[src/rtl/nibble_serial_subtractor_pkg.sv]
// rtl/nibble_serial_subtractor_pkg.sv - shared ALU sequencer state encodings and nibble width
package nibble_serial_subtractor_pkg;

  localparam int NIBBLE = 4;

  typedef enum logic [1:0] {
    IDLE = 2'd0,
    RUN  = 2'd1,
    DONE = 2'd2
  } state_e;

endpackage

[src/rtl/subtractor_4bits.sv]
// rtl/subtractor_4bits.sv - combinational 4-bit subtractor with borrow in/out
module subtractor_4bits (
  input  logic [3:0] a,
  input  logic [3:0] b,
  input  logic       borrow_in,
  output logic [3:0] diff,
  output logic       borrow_out
);

  // The extra MSB wraps to 1 exactly when a - b - borrow_in goes negative.
  logic [4:0] full;

  assign full       = {1'b0, a} - {1'b0, b} - {4'b0000, borrow_in};
  assign diff       = full[3:0];
  assign borrow_out = full[4];

endmodule

[src/rtl/nibble_serial_subtractor.sv]
// rtl/nibble_serial_subtractor.sv - WIDTH-bit subtractor that reuses one 4-bit stage, one nibble per clock
module nibble_serial_subtractor
  import nibble_serial_subtractor_pkg::*;
#(
  parameter int WIDTH = 16
) (
  input  logic             in_clk,
  input  logic             in_rst_n,
  input  logic             in_start,
  input  logic [WIDTH-1:0] in_a,
  input  logic [WIDTH-1:0] in_b,
  input  logic             in_borrow,
  output logic             out_busy,
  output logic             out_done,
  output logic [WIDTH-1:0] out_sub,
  output logic             out_borrow,
  output logic             out_zero,
  output logic             out_ovf
);

  localparam int NIBBLES = WIDTH / NIBBLE;
  localparam int CW      = $clog2(NIBBLES);
  localparam logic [CW-1:0] LAST = CW'(NIBBLES - 1);

  state_e                  state;
  logic [CW-1:0]           cnt;
  logic [WIDTH-1:0]        sa;
  logic [WIDTH-1:0]        sb;
  // rs keeps only the upper WIDTH-4 result bits; the lowest nibble would always be shifted out.
  logic [WIDTH-NIBBLE-1:0] rs;
  logic                    br;
  logic                    a_msb;
  logic                    b_msb;

  logic [NIBBLE-1:0]       diff;
  logic                    stage_borrow;
  logic [WIDTH-1:0]        rs_next;

  subtractor_4bits u_stage (
    .a          (sa[NIBBLE-1:0]),
    .b          (sb[NIBBLE-1:0]),
    .borrow_in  (br),
    .diff       (diff),
    .borrow_out (stage_borrow)
  );

  assign rs_next = {diff, rs};

  always_ff @(posedge in_clk or negedge in_rst_n) begin
    if (!in_rst_n) begin
      state      <= IDLE;
      cnt        <= '0;
      sa         <= '0;
      sb         <= '0;
      rs         <= '0;
      br         <= 1'b0;
      a_msb      <= 1'b0;
      b_msb      <= 1'b0;
      out_busy   <= 1'b0;
      out_done   <= 1'b0;
      out_sub    <= '0;
      out_borrow <= 1'b0;
      out_zero   <= 1'b0;
      out_ovf    <= 1'b0;
    end else begin
      case (state)
        IDLE, DONE: begin
          out_done <= 1'b0;
          if (in_start) begin
            sa       <= in_a;
            sb       <= in_b;
            br       <= in_borrow;
            a_msb    <= in_a[WIDTH-1];
            b_msb    <= in_b[WIDTH-1];
            cnt      <= '0;
            state    <= RUN;
            out_busy <= 1'b1;
          end else begin
            state <= IDLE;
          end
        end
        RUN: begin
          sa  <= sa >> NIBBLE;
          sb  <= sb >> NIBBLE;
          rs  <= rs_next[WIDTH-1:NIBBLE];
          br  <= stage_borrow;
          cnt <= cnt + CW'(1);
          if (cnt == LAST) begin
            out_sub    <= rs_next;
            out_borrow <= stage_borrow;
            out_zero   <= (rs_next == '0);
            out_ovf    <= (a_msb != b_msb) && (rs_next[WIDTH-1] != a_msb);
            out_busy   <= 1'b0;
            out_done   <= 1'b1;
            state      <= DONE;
          end
        end
        default: begin
          state    <= IDLE;
          out_busy <= 1'b0;
          out_done <= 1'b0;
        end
      endcase
    end
  end

endmodule

[config.mk]
export PLATFORM = sky130hd
export DESIGN_NAME = nibble_serial_subtractor
export DESIGN_NICKNAME = d
export VERILOG_FILES = /design/src/rtl/nibble_serial_subtractor_pkg.sv /design/src/rtl/subtractor_4bits.sv /design/src/rtl/nibble_serial_subtractor.sv
export SDC_FILE = /design/constraint.sdc
export NUM_CORES = 1
export LEC_CHECK = 0
export BUFFER_PORTS_ARGS = -buffer_cell sky130_fd_sc_hd__buf_4
export CORE_ASPECT_RATIO = 0.75
export CORE_UTILIZATION = 45
export CTS_CLUSTER_DIAMETER = 200
export DETAILED_ROUTE_END_ITERATION = 12
export GPL_TIMING_DRIVEN = 0
export PLACE_DENSITY = 0.72
export SLEW_MARGIN = 0
export SYNTH_ARGS = -nofsm -noshare
export SYNTH_HDL_FRONTEND = slang
export SYNTH_SLANG_ARGS = --single-unit
[constraint.sdc]
create_clock -name in_clk -period 3.9 [get_ports in_clk]
set_input_delay 0.78 -clock in_clk [delete_from_list [all_inputs] [get_ports in_clk]]
set_output_delay 0.78 -clock in_clk [all_outputs]
set_load 0.01 [all_outputs]
==> run metrics, run 1 <==
r2r setup slk=1.37 ns; placed instance count=approximately 420; Crit path buffers/inverters=1; Final Non-Filler Cells=roughly 440; reg-to-reg endpoint=out_zero; endpoint type of the worst setup path=flip-flop; count leader, synth=dfrtp_1; Max VDD drop=~0.00037 V; share of cells above drive strength 1=roughly 28%; post-layout net count=a little under 400; antenna fix cells=0; top cells by area, synth=dfrtp_1 (59%), nand2_1 (6.0%), nor2_1 (5.5%); P_leak=about 1.8 nW; worst rel slew slack=between 40% and 50%; critical path required time=about 4.2 ns; Power Density=around 950 mW/mm^2; async set-reset flop share out of synthesis=between 90% and 100%; die height=72.6 um; Post-Syn Nets=329; synthesized area per cell=approximately 11 um^2; DR iter-0 viols=160; CTS root buffer=clkbuf_8; CP Max Fanout=3; gr usage total=roughly a fifth; fillers=roughly 540; vias=between 2000 and 2500; Rows=25; Setup Buffers After CTS=0; CP endpoint=out_zero; final wirelength=between 6000 and 7000 um; worst-path cell chain=fa_1, inv_1, ha_1, nor2_1, fa_1, nor4b_1, nand4_1, nor4_2, a31o_1; reg-to-reg startpoint=sa[0]; Hold WS=a little under 0.5 ns; Critical path origin=sa[0]; DRT Pass-1 Iters=4; vias in the first global route=around 2200; setup violators final=0; TritonCTS Buffers=9; mapped cell area=about 0.003 mm^2; share of the synthesized area in the top cell type=59.4%; cell internal pwr=0.00221 W; Largest delay share family, worst path=adder cells; fin area=around 0.0037 mm^2; critical path's slowest cell=fa_1; clk_skew=~0.0063 ns; ys flop type=dfrtp_1; most frequent CP cell=fa_1; Sum Neg Setup Slack=0 ns; dpl cell area=about 0.0035 mm^2; slew of the pin with the lowest slew margin=roughly 0.88 ns; Setup CP Type=reg2reg; GP Congestion=about 0.78; Worst-path clk slew=approximately 0.070 ns; Ports=57; clk buf depth=2; Final Core Density=59.0%; Area growth syn-to-layout=25.2%; H-tree levels=3; die area=0.00698 mm^2; routed len/inst=about 14 um; vias per cell=5.10; initial antenna violation count=0; hold_buf cts=0; post-cts sizing count=0; global-route wire length before repair=between 10000 and 15000 um; Max Cap Viol=0; number of remaining DRC errors=0; worst-skew pair later-pin latency=roughly 0.34 ns; storage element area=0.00178 mm^2; Starting Density=a little under half; P_sw=~0.0014 W; synthesis-stage register bit count=around 70; HP Class=reg2reg; Commonest cells post-synth=dfrtp_1 (71), nand2_1 (48), nor2_1 (44); leading area contributor after synthesis=dfrtp_1; synth warn=0; Worst EP arrival=roughly 2.8 ns; Cell variety after synth=33; Startpoint Class=flip-flop; Post-Syn Instances=284; I/O Buffers=56; area of the multi-input gates=0.00111 mm^2; Worst Reg-to-Reg Cells=9; switching share of power=roughly two fifths; CTS tree=built; Clock Sink Count=71; number of synthesized flops with an enable pin=0; DP Wirelength=roughly 4500 um; Seq/Total Area, Yosys=59.4%; Crit path depth=9; Max Slew Vio Count=0; status=completed; Comb pwr share=~44%; largest net degree at the start of global routing=approximately 70; global route total overflow=0; CP max stage delay=0.52 ns; die width=slightly below 100 um; Clk pwr share=18.5%; Antenna Nets Post-Route=0; Tcrit/Tclk final=around 65%; Core Region=around 0.0063 mm^2; final hold viol count=0; sequential share of power=a little under two fifths; Final Critical Period=2.53 ns; unrepaired setup endpoints after global routing=false; Peak Freq=0.395 GHz
-- kinds of logic after synthesis --
group,Yosys count,share of synthesized area (%)
buffers and inverters,25,3.51
DFF,71,59.4
muxes,13,4.85
adders and majority gates,9,4.27
and+or+nand+nor,109,15.9
xor gates and xnor gates,3,0.879
AOI/OAI and AO/OA,54,11.2
-- worst min-delay path: cells and delay by family, from the launching register on --
kind | cells | cell delay (ns)
flip-flops | 1 | 0.34
AND/OR/NAND/NOR | 1 | 0.04
AO/OA/AOI/OAI | 1 | 0.06
-- area by class of cell --
cell class	instances	area share [%]
Clock buffer	11	4.04
Inverter	10	1.00
Sequential cell	71	47.5
Buffer	15	1.80
Tap cell	81	2.71
Timing Repair Buffer	56	11.2
Multi-Input combinational cell	188	29.6
Clock inverter	5	2.14
-- power by group through the flow --
stage                     Sequential (W)  Clock [W]  Combinational (W)
after global routing             0.00138   0.000711            0.00181
after floorplan                  0.00133          0            0.00107
after global placement           0.00133          0            0.00154
final                            0.00133   0.000662            0.00158
after detailed placement         0.00134          0            0.00159
after CTS                        0.00133   0.000675            0.00160
-- flip-flops by register name (all words and copies together) (netlist names) --
name,flops
out_sub,16
sa,16
sb,16
rs,12
cnt,2
state,2
a_msb,1
b_msb,1
br,1
out_borrow,1
out_busy,1
out_ovf,1
out_zero,1
-- per-layer routing --
metal	up-vias	wire [um]	GRT usage [%]
li1	1094	-	-
met1	1084	3090	31.7
met2	45	2870	28.1
met3	5	294	6.25
met4	0	61	6.47
met5	-	0	0
-- worst min path at each step --
stage,startpoint,endpoint,slack [ns],cells past startpoint
floorplan,sa[15],sa[15],0.45,2
global placement,sa[15],sa[15],0.46,2
detailed placement,sb[15],sb[15],0.47,2
CTS,sa[15],sa[15],0.48,2
global route,out_borrow,out_borrow,0.52,2
finish,out_borrow,out_borrow,0.48,2
-- cell usage in the layout, fill, tap and decap left out, types with 2 or more instances in the layout --
cell,netlist,layout
a21oi_1,6,6
a22o_1,7,7
buf_2,9,9
buf_4,0,56
bufinv_16,0,2
clkbuf_1,6,6
clkbuf_8,0,11
clkinvlp_4,0,2
dfrtp_1,71,71
fa_1,2,2
ha_1,7,7
inv_1,10,10
mux2_2,12,12
nand2_1,48,48
nand2b_1,2,2
nor2_1,44,44
nor2b_1,3,3
o21ai_0,14,14
o22ai_1,24,24
xnor2_1,2,2
-- stage by stage --
stage          setup slack [ns]  total power (W)
2_1_floorplan              1.58          0.00240
3_3_place_gp               1.40          0.00287
3_5_place_dp               1.35          0.00293
4_1_cts                    1.34          0.00361
5_1_grt                    1.16          0.00389
6_report                   1.37          0.00357
(Power assumes the default switching activity.)
==> run 2: changes to the inputs <==
Settings changed: ABC_AREA from default to 1, PLACE_DENSITY 0.72 to 0.74.
Clock period 3.9 ns to 2.2 ns, I/O delays scaled along.
==> run 2 against run 1 <==
Net effect: the flow now finishes with violations (setup timing); via count increased by 13%; critical path depth increased by 2; worst setup slack got worse by 1.4 ns; largest cell class unchanged.
==> run metrics, run 2 <==
Power Total=0.00715 W (+100%); largest net degree at the start of global routing=72 (unchanged); slew of the pin with the lowest slew margin=0.875 ns (-0.00111 ns); number of remaining DRC errors=0 (unchanged); DP Wirelength=4900 um (+10%); commonest non-fill, non-tap cell in the layout=dfrtp_1; worst rel slew slack=41.7% (+0.074 points); Rows=25 (unchanged); commonest non-fill, non-tap cells in the layout=dfrtp_1 (71), buf_4 (65), nand2_1 (61); Worst EP arrival=2.52 ns (-0.29 ns); Power Density=1810 mW/mm^2 (+89%); Startpoint Class=flip-flop; Crit path buffers/inverters=2 (+1); worst-skew pair later-pin latency=0.34 ns (about the same); share of the synthesized area in the top cell type=56.8% (-2.7 points); Post-Syn Instances=338 (+19%); layer with the highest usage=met2; fin worst setup slack=-0.0396 ns (-1.41 ns); I/O Buffers=56 (unchanged); GP Congestion=0.784 (+0.26%); Starting Density=48.1% (+1.0 points); cell internal pwr=0.00417 W (+89%); antenna fix cells=0 (unchanged); clk_skew=0.00848 ns (+0.00217 ns); sequential share of power=32.6% (-4.7 points); status=finished, violations left; unrepaired setup endpoints after global routing=true; Setup CP Type=reg2reg; die area=0.00730 mm^2 (+4.6%); leading area contributor after synthesis=dfrtp_1; complex-gate fraction of the synthesized area=12.1% (+0.90 points); die height=74.2 um (+2.3%); CTS root buffer=clkbuf_8; placed instance count=475 (+13%); gr usage total=22.1% (+1.4 points); Cell variety after synth=27 (-18%); final hold viol count=0 (unchanged); Clock Sink Count=71 (unchanged); met1 Use GR=30.7% (-1.0 points); global-route wire length before repair=12200 um (+15%); die width=98.3 um (+2.3%); Final Non-Filler Cells=498 (+14%); Commonest cells post-synth=dfrtp_1 (71), nand2_1 (62), nor2_1 (58); Max VDD drop=0.000775 V (+110%); worst-path cell chain=inv_2, fa_1, ha_2, nor2_2, fa_2, inv_2, nor2_2, nand2_1, nor2_2, nand2_1, nand2_1; Post-Place Setup Slack=-0.148 ns (-1.49 ns); Largest delay share family, worst path=adder cells; XOR/XNOR share of the synthesized area=0.280% (-0.60 points); global routing usage on met3=6.58% (+0.33 points); DR iter-0 viols=170 (+6.3%); Comb pwr share=52.7% (+8.6 points); synthesized area per cell=9.26 um^2 (-12%); clk buf depth=2 (unchanged); final wirelength=7130 um (+13%); endpoint type of the worst setup path=flip-flop; Max Slew Vio Count=0 (unchanged); H-tree levels=3 (unchanged); Worst-path clk slew=0.07 ns (about the same); ys flop type=dfrtp_1; vias per cell=5.04 (-1.1%); top cells by area, synth=dfrtp_1 (57%), nand2_1 (7.4%), nor2_1 (7.0%); critical path's slowest cell=fa_1; HP Class=in2async; Final Critical Period=2.24 ns (-0.293 ns); Post-Syn Nets=383 (+16%); routed len/inst=14.3 um (-0.94%); Antenna Nets Post-Route=0 (unchanged); Adder-Cell Fraction of Synth Area=4.08% (-0.19 points); grt met2 use=34.1% (+6.1 points); main combinational cell family by area after synthesis=simple AND/OR/NAND/NOR gates; number of synthesized flops with an enable pin=0 (unchanged); TritonCTS Buffers=9 (unchanged); Seq/Total Area, Yosys=56.8% (-2.7 points); global route total overflow=0 (unchanged); vias in the first global route=2526 (+17%); count leader, synth=dfrtp_1; Area growth syn-to-layout=26.5%; share of cells above drive strength 1=28.8% (+1.2 points); Tcrit/Tclk final=102% (+37 points); Core Region=0.00651 mm^2 (+2.5%); Largest regs=out_sub: 16 flops, sa: 16 flops, sb: 16 flops; critical path required time=2.48 ns (-1.70 ns); switching share of power=41.7% (+3.4 points); setup violators final=1 (+1); Ports=57 (unchanged); P_leak=2.00 nW (+8.9%); Clk pwr share=14.6% (-3.9 points); failing checks=setup timing; initial antenna violation count=0 (unchanged); CP max stage delay=0.56 ns (+0.04 ns); multiplexer share of the synthesized area=0% (-4.9 points); mapped cell area=0.00313 mm^2 (+4.7%); async set-reset flop share out of synthesis=100% (unchanged); Post-Synth Simple-Gate Area=18.6% (+2.8 points); vias=2512 (+13%); P_sw=0.00298 W (+120%); Peak Freq=0.447 GHz (+13%); synth warn=0 (unchanged); post-layout net count=458 (+16%); synthesis-stage register bit count=71 (unchanged); CP Max Fanout=2 (-1); DRT Pass-1 Iters=6 (+2); CTS tree=built; Max Cap Viol=0 (unchanged)
-- run 2: cell families (layout without fill, tap and decap cells) --
| kind of cell | Yosys count | count (layout) |
|---|---|---|
| DFF | 71 | 71 |
| AOI/OAI and AO/OA | 66 | 66 |
| xor gates and xnor gates | 1 | 1 |
| buffers and inverters | 54 | 133 |
| and+or+nand+nor | 137 | 137 |
| adders and majority gates | 9 | 9 |
-- run 2: layout make-up --
cell class                      count  area [um^2]
Buffer                             13         98.8
Timing Repair Buffer               64          480
Clock buffer                       12          155
Sequential cell                    71         1780
Inverter                           41          156
Fill cell                         549         2550
Multi-Input combinational cell    213         1150
Clock inverter                      3         42.5
Tap cell                           81          101
-- run 2: what timing repair did --
item | CTS | global route
pin swaps | 6 | 7
hold buffers | 0 | 0
setup endpoints to repair | 3 | 6
buffers inserted | 6 | 2
gates resized for setup | 8 | 12
-- run 2: metal layers --
layer | wire [um] | vias up
met2 | 3200 | 55
met3 | 346 | 6
met4 | 68 | 0
li1 | - | 1232
met5 | 0 | -
met1 | 3510 | 1219
-- run 2: power by group through the flow --
| stage | clock, W | sequential (W) | combinational (W) |
|---|---|---|---|
| global route | 0.00113 | 0.00240 | 0.00424 |
| detailed placement | 0 | 0.00234 | 0.00322 |
| floorplan | 0 | 0.00232 | 0.00225 |
| global placement | 0 | 0.00231 | 0.00312 |
| CTS | 0.00107 | 0.00232 | 0.00352 |
| finish | 0.00104 | 0.00233 | 0.00377 |
-- run 2: path summary, 6_finish.rpt --
| kind | start | endpoint | slack [ns] | cells after the start |
|---|---|---|---|---|
| min in group in_clk | in_b[14] | sb[14] | 0.31 | 3 |
| worst min register to register | cnt[0] | cnt[0] | 0.48 | 1 |
| worst min-delay path | in_rst_n | sb[13] | 0.21 | 1 |
| worst max-delay path | sb[0] | out_zero | -0.04 | 11 |
| worst max register to register | sb[0] | out_zero | -0.04 | 11 |
| max in group asynchronous | in_rst_n | out_sub[2] | 1.42 | 1 |
-- run 2: worst register-to-register path, delay by kind of cell (launching register included) --
kind / cells / cell delay [ns]
flip-flops: 1 / 0.37
AND/OR/NAND/NOR: 6 / 0.43
buffers and inverters: 2 / 0.09
adder cells (fa/ha/maj): 3 / 1.29
-- run 2: through the flow --
step | hold slack (ns) | setup TNS [ns] | util [%] | cell area (um^2)
after floorplan | 0.144 | 0 | - | 3130
after global placement | 0.461 | -0.117 | 56.1 | 3650
after detailed placement | 0.473 | -0.169 | 56.1 | 3650
after CTS | 0.246 | -0.0448 | 60.1 | 3910
after global routing | 0.259 | -0.526 | 60.8 | 3960
final | 0.209 | -0.0396 | 60.8 | 3960
